<file path="src/rtl/cpu_pkg.sv">
// Shared CPU definitions: register-file geometry and the write-back FIFO entry.
package cpu_pkg;

    localparam int unsigned REG_ADDR_W = 5;
    localparam int unsigned DATA_W     = 32;

    localparam logic [REG_ADDR_W-1:0] REG_ZERO = 5'd0;

    // One queued mul/div result; valid drops when a newer pipeline write kills it.
    typedef struct packed {
        logic                  valid;
        logic [REG_ADDR_W-1:0] rw;
        logic [DATA_W-1:0]     data;
    } wbEntry_t;

endpackage

</file>
<file path="src/rtl/wb_fifo.sv">
// Circular buffer of mul/div results with kill-by-address and skip-on-pop.
// Killed entries keep their slot until the next pop steps over them, or until
// the buffer holds no valid entry at all, at which point every slot is reclaimed.
module wb_fifo
    import cpu_pkg::*;
#(
    parameter int unsigned DEPTH = 2
) (
    input  logic                         clk,
    input  logic                         rst,
    input  logic                         push,
    input  logic [REG_ADDR_W-1:0]        pushRw,
    input  logic [DATA_W-1:0]            pushData,
    input  logic                         pop,
    input  logic                         killEn,
    input  logic [REG_ADDR_W-1:0]        killRw,
    input  logic [REG_ADDR_W-1:0]        qa,
    input  logic [REG_ADDR_W-1:0]        qb,
    output wbEntry_t                     head,
    output logic [$clog2(DEPTH+1)-1:0]   count,
    output logic                         full,
    output logic                         empty,
    output logic                         matchA,
    output logic                         matchB
);

    localparam int unsigned PTR_W = (DEPTH > 1) ? $clog2(DEPTH) : 1;
    localparam int unsigned CNT_W = $clog2(DEPTH + 1);

    wbEntry_t         slots  [DEPTH];
    wbEntry_t         slotsD [DEPTH];
    logic [PTR_W-1:0] headPtr, headPtrD;
    logic [CNT_W-1:0] cnt, cntD;
    logic [PTR_W-1:0] tailPtr;
    logic [PTR_W-1:0] headIdx;
    logic [PTR_W-1:0] skip;
    logic             anyValid;

    function automatic logic [PTR_W-1:0] wrapAdd(input logic [PTR_W-1:0] base,
                                                 input int unsigned      off);
        int unsigned sum;
        sum = 32'(base) + off;
        if (sum >= DEPTH) sum = sum - DEPTH;
        return PTR_W'(sum);
    endfunction

    // Locate the oldest valid entry and how many killed slots sit in front of it.
    always_comb begin
        anyValid = 1'b0;
        skip     = '0;
        headIdx  = headPtr;
        for (int i = 0; i < DEPTH; i++) begin
            if (!anyValid && slots[wrapAdd(headPtr, i)].valid) begin
                anyValid = 1'b1;
                skip     = PTR_W'(i);
                headIdx  = wrapAdd(headPtr, i);
            end
        end
    end

    assign tailPtr = wrapAdd(headPtr, 32'(cnt));
    assign head    = slots[headIdx];
    assign count   = cnt;
    assign full    = (cnt == CNT_W'(DEPTH));
    assign empty   = !anyValid;

    // Pending-write match against the two decode-stage source registers.
    always_comb begin
        matchA = 1'b0;
        matchB = 1'b0;
        for (int i = 0; i < DEPTH; i++) begin
            if (slots[i].valid && slots[i].rw == qa) matchA = 1'b1;
            if (slots[i].valid && slots[i].rw == qb) matchB = 1'b1;
        end
        if (qa == REG_ZERO) matchA = 1'b0;
        if (qb == REG_ZERO) matchB = 1'b0;
    end

    // Next state: kill, then reclaim or pop, then append the new result.
    always_comb begin
        slotsD   = slots;
        headPtrD = headPtr;
        cntD     = cnt;
        for (int i = 0; i < DEPTH; i++) begin
            if (killEn && slotsD[i].valid && slotsD[i].rw == killRw) slotsD[i].valid = 1'b0;
        end
        if (!anyValid) begin
            // Only dead slots remain; unoccupied slots are always invalid.
            headPtrD = tailPtr;
            cntD     = '0;
        end else if (pop) begin
            slotsD[headIdx].valid = 1'b0;
            headPtrD = wrapAdd(headIdx, 1);
            cntD     = cnt - CNT_W'(skip) - CNT_W'(1);
        end
        if (push) begin
            slotsD[tailPtr] = '{valid: 1'b1, rw: pushRw, data: pushData};
            cntD            = cntD + CNT_W'(1);
        end
    end

    // Buffer state register.
    always_ff @(posedge clk or posedge rst) begin
        if (rst) begin
            slots   <= '{default: '0};
            headPtr <= '0;
            cnt     <= '0;
        end else begin
            slots   <= slotsD;
            headPtr <= headPtrD;
            cnt     <= cntD;
        end
    end

endmodule

</file>
<file path="src/rtl/wb_arbiter.sv">
// Register-file write-port arbiter: the in-order pipeline always wins, mul/div
// results queue and drain in idle cycles, and a starvation counter raises a
// stall request when the queue has been blocked for too long.
module wb_arbiter
    import cpu_pkg::*;
#(
    parameter int unsigned DEPTH      = 2,
    parameter int unsigned STARVE_MAX = 4
) (
    input  logic                  clk,
    input  logic                  rst,
    input  logic                  wb_valid,
    input  logic [REG_ADDR_W-1:0] wb_rw,
    input  logic [DATA_W-1:0]     wb_data,
    input  logic                  md_valid,
    output logic                  md_ready,
    input  logic [REG_ADDR_W-1:0] md_rw,
    input  logic [DATA_W-1:0]     md_data,
    input  logic [REG_ADDR_W-1:0] qa,
    input  logic [REG_ADDR_W-1:0] qb,
    output logic                  hit_a,
    output logic                  hit_b,
    output logic                  stall_req,
    output logic                  RegWr,
    output logic [REG_ADDR_W-1:0] Rw,
    output logic [DATA_W-1:0]     busW
);

    localparam int unsigned CNT_W    = $clog2(DEPTH + 1);
    localparam int unsigned STARVE_W = $clog2(STARVE_MAX + 1);

    wbEntry_t            fifoHead;
    logic [CNT_W-1:0]    fifoCount;
    logic                fifoFull;
    logic                fifoEmpty;
    logic                fifoMatchA;
    logic                fifoMatchB;
    logic                wbWin;
    logic                pushEn;
    logic                popEn;
    logic                blocked;
    logic [STARVE_W-1:0] starveCnt;

    assign wbWin    = wb_valid && (wb_rw != REG_ZERO);
    assign md_ready = !fifoFull;
    // A $0 result is accepted (handshake completes) but never stored.
    assign pushEn   = md_valid && md_ready && (md_rw != REG_ZERO);
    assign popEn    = !wbWin && !fifoEmpty;
    assign blocked  = wbWin && !fifoEmpty;

    assign hit_a = fifoMatchA || (RegWr && (Rw == qa) && (qa != REG_ZERO));
    assign hit_b = fifoMatchB || (RegWr && (Rw == qb) && (qb != REG_ZERO));

    wb_fifo #(
        .DEPTH (DEPTH)
    ) u_fifo (
        .clk      (clk),
        .rst      (rst),
        .push     (pushEn),
        .pushRw   (md_rw),
        .pushData (md_data),
        .pop      (popEn),
        .killEn   (wbWin),
        .killRw   (wb_rw),
        .qa       (qa),
        .qb       (qb),
        .head     (fifoHead),
        .count    (fifoCount),
        .full     (fifoFull),
        .empty    (fifoEmpty),
        .matchA   (fifoMatchA),
        .matchB   (fifoMatchB)
    );

    // Priority mux into the registered write port; idle cycles hold Rw/busW.
    always_ff @(posedge clk or posedge rst) begin
        if (rst) begin
            RegWr <= 1'b0;
            Rw    <= REG_ZERO;
            busW  <= '0;
        end else if (wbWin) begin
            RegWr <= 1'b1;
            Rw    <= wb_rw;
            busW  <= wb_data;
        end else if (popEn) begin
            RegWr <= 1'b1;
            Rw    <= fifoHead.rw;
            busW  <= fifoHead.data;
        end else begin
            RegWr <= 1'b0;
        end
    end

    // Count consecutive blocked cycles; any non-blocked cycle is a pop or an empty queue.
    always_ff @(posedge clk or posedge rst) begin
        if (rst) begin
            starveCnt <= '0;
            stall_req <= 1'b0;
        end else if (blocked) begin
            if (starveCnt < STARVE_W'(STARVE_MAX)) starveCnt <= starveCnt + STARVE_W'(1);
            if (starveCnt >= STARVE_W'(STARVE_MAX - 1)) stall_req <= 1'b1;
        end else begin
            starveCnt <= '0;
            stall_req <= 1'b0;
        end
    end

    // Occupancy never exceeds DEPTH, and the head entry is valid exactly when non-empty.
    assert property (@(posedge clk) disable iff (rst) fifoCount <= CNT_W'(DEPTH));
    assert property (@(posedge clk) disable iff (rst) fifoEmpty != fifoHead.valid);

endmodule
</file>
<file path="config.mk">
export PLATFORM = sky130hd
export DESIGN_NAME = wb_arbiter
export DESIGN_NICKNAME = d
export VERILOG_FILES = /design/src/rtl/cpu_pkg.sv /design/src/rtl/wb_fifo.sv /design/src/rtl/wb_arbiter.sv
export SDC_FILE = /design/constraint.sdc
export NUM_CORES = 1
export LEC_CHECK = 0
export ABC_CLOCK_PERIOD_IN_PS = 3700
export BUFFER_PORTS_ARGS = -buffer_cell sky130_fd_sc_hd__buf_4
export CAP_MARGIN = 5
export CORE_AREA = 2 2 112 114
export DETAILED_ROUTE_END_ITERATION = 12
export DIE_AREA = 0 0 114 116
export PLACE_DENSITY_LB_ADDON = 0.08
export SETUP_SLACK_MARGIN = 0.2
export SYNTH_ARGS = -nofsm -noshare
export SYNTH_HDL_FRONTEND = slang
export SYNTH_HIERARCHICAL = 1
export SYNTH_SLANG_ARGS = --single-unit
export TNS_END_PERCENT = 100
</file>
<file path="constraint.sdc">
create_clock -name clk -period 3.7 [get_ports clk]
set_input_delay 0.185 -clock clk [delete_from_list [all_inputs] [get_ports clk]]
set_output_delay 0.185 -clock clk [all_outputs]
set_load 0.01 [all_outputs]
</file>
Word-level counts from Yosys, hierarchy flattened --
Cells that the tools add are included.
Storage, ports and cells: input bits 88, output and inout port bits 42, bits in registers 121, word-level logic and storage cells 134
Cells by class: equal/unequal tests 12, order comparisons 12, reduce and logical (&&, ||, !) cells 32, bitwise logic cells 4, add/sub/neg operators 11, muxes and demuxes 50
Operators with widths (number):
- 38-bit 2-to-1 mux | 8
- 76-bit 2-to-1 mux | 3
- 76-bit bitwise mux | 2
- 37-bit 2-to-1 mux | 3
- 38-bit demux with 1-bit select | 2
- 32-bit 2-to-1 mux | 2
- 5-bit == test | 8
- 1-bit 2-to-1 mux | 23
- 1-bit logical AND | 20
- 5-bit nonzero test | 4
- 2-bit >= comparator (second input constant) | 6
- 5-bit zero test | 2
- 5-bit 2-to-1 mux | 2
- 1-bit inverter with 2-bit output | 4
- 3-bit by 2-bit >= comparator with 1-bit output (second input constant) | 2
- 2-bit 2-to-1 mux | 3
- 3-bit 2-to-1 mux | 2
- 1-bit by 1-bit adder with 2-bit output (second input constant) | 2
- 2-bit by 1-bit less-than comparator with 1-bit output (second input constant) | 2
- 2-bit by 1-bit inequality test with 1-bit output (second input constant) | 2
- 1-bit subtractor (second input constant) | 4
- 1-bit by 2-bit adder with 3-bit output | 1
- 3-bit by 1-bit adder with 3-bit output (second input constant) | 1
- 1-bit zero test | 3
- 9 further kinds | 10

Logic depth before layout (Yosys ltp) --
depth after elaboration 20, mapped depth 10, depth with buffers taken out 8

Modules after synthesis --
The synthesis kept the hierarchy.
By module, submodules not included:
- wb_fifo | cells each 287, instances 1, seq. area each 1976.9 sq um, area an instance 4242.8 sq um
- wb_arbiter | cells each 168, instances 1, seq. area each 1051.0 sq um, area an instance 2195.9 sq um

Least setup slack after synthesis --
No wires, ideal clock.
path kind reg-to-reg, from reg u_fifo/slots[37] in the netlist's numbering, to reg u_fifo.cnt[1] (netlist: u_fifo/count[1]), data arrival time 1.972 ns, cell stages (with the launch flop) 11, path buffers 4, library setup time 0.125 ns, clock period less this slack 2.097 ns, slack 1.603 ns, cells stage by stage dfrtp_1 buf_2 nor2_1 buf_2 buf_2 buf_2 nor2_1 a21bo_2 o211ai_1 xnor2_1 nor2_1
RTL lines:
- start: declaration | RTL line wb_fifo.sv:30 | wbEntry_t slots [DEPTH];
- start signal: assignment | RTL line wb_fifo.sv:109 | slots <= slotsD;
- 38-bit 2-to-1 mux (not written as such) (3 in a row) | RTL line wb_fifo.sv:53 | if (!anyValid && slots[wrapAdd(headPtr, i)].valid) begin
- 1-bit 2-to-1 mux | RTL line wb_fifo.sv:53
- 1-bit zero test | RTL line wb_fifo.sv:53
- 1-bit logical AND | RTL line wb_fifo.sv:53
- 1-bit 2-to-1 mux (*) | RTL line wb_fifo.sv:53
- 1-bit logical AND (*) | RTL line wb_arbiter.sv:48 | assign popEn = !wbWin && !fifoEmpty;
- named net popEn | RTL line wb_arbiter.sv:40 | logic popEn;
- 2-bit 2-to-1 mux (*) | RTL line wb_fifo.sv:91 | end else if (pop) begin
- 2-bit 2-to-1 mux (*) | RTL line wb_fifo.sv:87 | if (!anyValid) begin
- 2-bit by 1-bit adder with 2-bit output | RTL line wb_fifo.sv:98 | cntD = cntD + CNT_W'(1);
- 2-bit 2-to-1 mux (*) | RTL line wb_fifo.sv:96 | if (push) begin
- named net u_fifo.cntD[1] | RTL line wb_fifo.sv:33 | logic [CNT_W-1:0] cnt, cntD;
- end signal: assignment | RTL line wb_fifo.sv:111 | cnt <= cntD;
- end: declaration | RTL line wb_fifo.sv:33
The timed path passes the listed nets; every way through them passes the cells marked *. The select of a mux whose other input is x is not followed. A chain may end at the register's enable or synchronous reset.

==> run_results.csv <==
group,metric,value,unit
clock_network,numCtsBuffers,17,
logic_synthesis,avgSynthCellArea,14.2,µm²
setup_path,crit_chain,"maj3_2, buf_12, mux2_4, mux2_2, mux2_1",
global_routing,track_usage,22.6,%
clock_network,clkTransAtPathRegs,50,ps
timing,post-route-period-util,65.1,%
floorplanning,start_util,54.0,%
logic_synthesis,netlist_area,6430,µm²
setup_path,critPathCaptureType,"register",
clock_network,clock_path_buffers,2,
power_and_ir_drop,peakVddDrop,0.480,mV
global_routing,antenna_found_initial,0,
placement,place_ws,1290,ps
timing,setup_tns,0,ps
floorplanning,fp.dieH,116,µm
route,drc_errors,0,
timing,rsz0062_at_grt,"no",
setup_path,path_class,"reg2reg",
route,vias,4178,
floorplanning,dieArea,13200,µm²
clock_network,h-tree-depth,4,
cells_and_area,antenna_cells,0,
outcome,outcome,"completed",
route,routed_wl,14000,µm
global_routing,grt_overflow,0,
floorplanning,io_pins,130,
timing,maxClockFrequency,0.415,GHz
hold_path,hold_path_class,"in2reg",
clock_network,cts_tree,"yes",
route,wl_per_cell,18.0,µm
timing,final-setup-viol-count,0,
route,via_per_inst,5.36,
power_and_ir_drop,leakage,3.96,nW
timing,relSlewSlack,33.9,%
clock_network,worstSkewPairLatency,410,ps
setup_path,cp.required,3990,ps
floorplanning,die_width,114,µm
setup_path,cp_data_arrival_time,2700,ps
cells_and_area,syn_to_final_growth,30.7,%
timing,tightest_slew,991,ps
timing,final_max_slew_viol_count,0,
timing,finalHoldViolCount,0,
logic_synthesis,syn_inst,454,
clock_network,post_cts_buffers,0,
setup_path,critPathMaxFanout,25,
timing,period_needed,2410,ps
cells_and_area,drive_gt1_share,53.5,%
route,drt_iter0_drc,243,
placement,hpwl,9180,µm
placement,port_buffers,129,
job,cap_violations,0,
route,ant_nets,0,
clock_network,root_buffer,"clkbuf_16",
setup_path,startpoint_type,"register",
global_routing,grt_pass1_vias,4495,
timing,layout_setup_ws,1290,ps
timing,finClkSkew,10.1,ps
setup_path,cpPeakStageDelay,550,ps
cells_and_area,final_nets,712,
global_routing,grt_max_degree,46,
global_routing,grt_pass1_wl,22700,µm
logic_synthesis,yosys_warnings,6,
floorplanning,rows,40,
logic_synthesis,synth_nets,545,
floorplanning,core-area,11900,µm²
clock_network,cts-resized-gates,0,
cells_and_area,fill_cells,867,
route,dr.pass1.iters,4,
placement,place_congestion,0.908,
setup_path,crit_slowest_cell,"dfrtp_1",
power_and_ir_drop,p_per_area,946,nW/µm²
clock_network,cts_hold_buf,37,
clock_network,cts_sinks,121,
[where the power goes]
group / switching [W] / internal (W)
logic: 0.00136 / 0.00237
clock network: 0.000561 / 0.00112
registers: 0.000540 / 0.00201
total: 0.00246 / 0.00550
[worst paths after layout]
| kind | to | slack (ps) | cells after the start | startpoint |
|---|---|---|---|---|
| min | u_fifo/slots[51] | 10 | 2 | md_data[13] |
| max in group asynchronous | u_fifo/slots[47] | 2270 | 4 | rst |
| min reg2reg | u_fifo/slots[4] | 500 | 1 | u_fifo/slots[4] |
| min in group asynchronous | u_fifo/slots[52] | 410 | 3 | rst |
| max reg2reg | busW[9] | 1290 | 5 | u_fifo/slots[37] |
| max | busW[9] | 1290 | 5 | u_fifo/slots[37] |
[per-stage QoR]
stage / total power [W] / utilization [%] / hold WS [ps] / instance area, µm² / instances
after floorplan: 0.00548 / - / 307 / 6430 / 454
after global placement: 0.00617 / 62.4 / 272 / 7430 / 711
after detailed placement: 0.00628 / 62.4 / 282 / 7430 / 711
after CTS: 0.00803 / 70.5 / 0.324 / 8400 / 778
after global routing: 0.00843 / 70.6 / 0.826 / 8410 / 779
final: 0.00795 / 70.6 / 14.0 / 8410 / 779
[state kept, by name, indices dropped and copies added (netlist names)]
name / count
u_fifo/slots: 76
starveCnt: 3
RegWr: 1
Rw: 5
u_fifo/headPtr: 1
stall_req: 1
busW: 32
u_fifo/count: 2
[per-layer routing]
metal  share of wire, %  up-vias  GRT usage, %
met1                 42     2071          27.8
li1                   -     1958             -
met4                1.9        0          9.02
met2                 50      127          38.6
met5                  0        -             0
met3                5.7       22          5.49
[cells in the final DEF, fill, tap and decap left out, types with 5 or more instances in the layout]
| master | instances |
|---|---|
| nor4_1 | 7 |
| mux2_2 | 95 |
| dlygate4sd3_1 | 38 |
| xor2_1 | 32 |
| nand2_1 | 10 |
| nor2_1 | 7 |
| mux2i_1 | 7 |
| dfrtp_1 | 121 |
| xnor2_1 | 10 |
| o21ai_0 | 6 |
| mux2_1 | 12 |
| buf_4 | 133 |
| clkinv_2 | 5 |
| nor3_1 | 5 |
| mux2_4 | 68 |
| clkbuf_16 | 17 |
| o21ai_1 | 5 |
[worst max-delay path: cells and delay by family, from the launching register on]
kind / cells / cell delay (ps)
DFF: 1 / 550
muxes: 3 / 890
adders and majority gates: 1 / 550
buffers and inverters: 1 / 280
[cell type report]
cell class,count,area (µm²),area share [%]
clock buffers,22,484,5.76
clock inverters,8,119,1.41
inverters,6,26.3,0.312
multi-input cells,303,3170,37.7
flip-flops and latches,121,3030,36.0
well taps,147,184,2.19
repair buffers,172,1400,16.6
No activity file was read; power rests on OpenSTA's default activity.
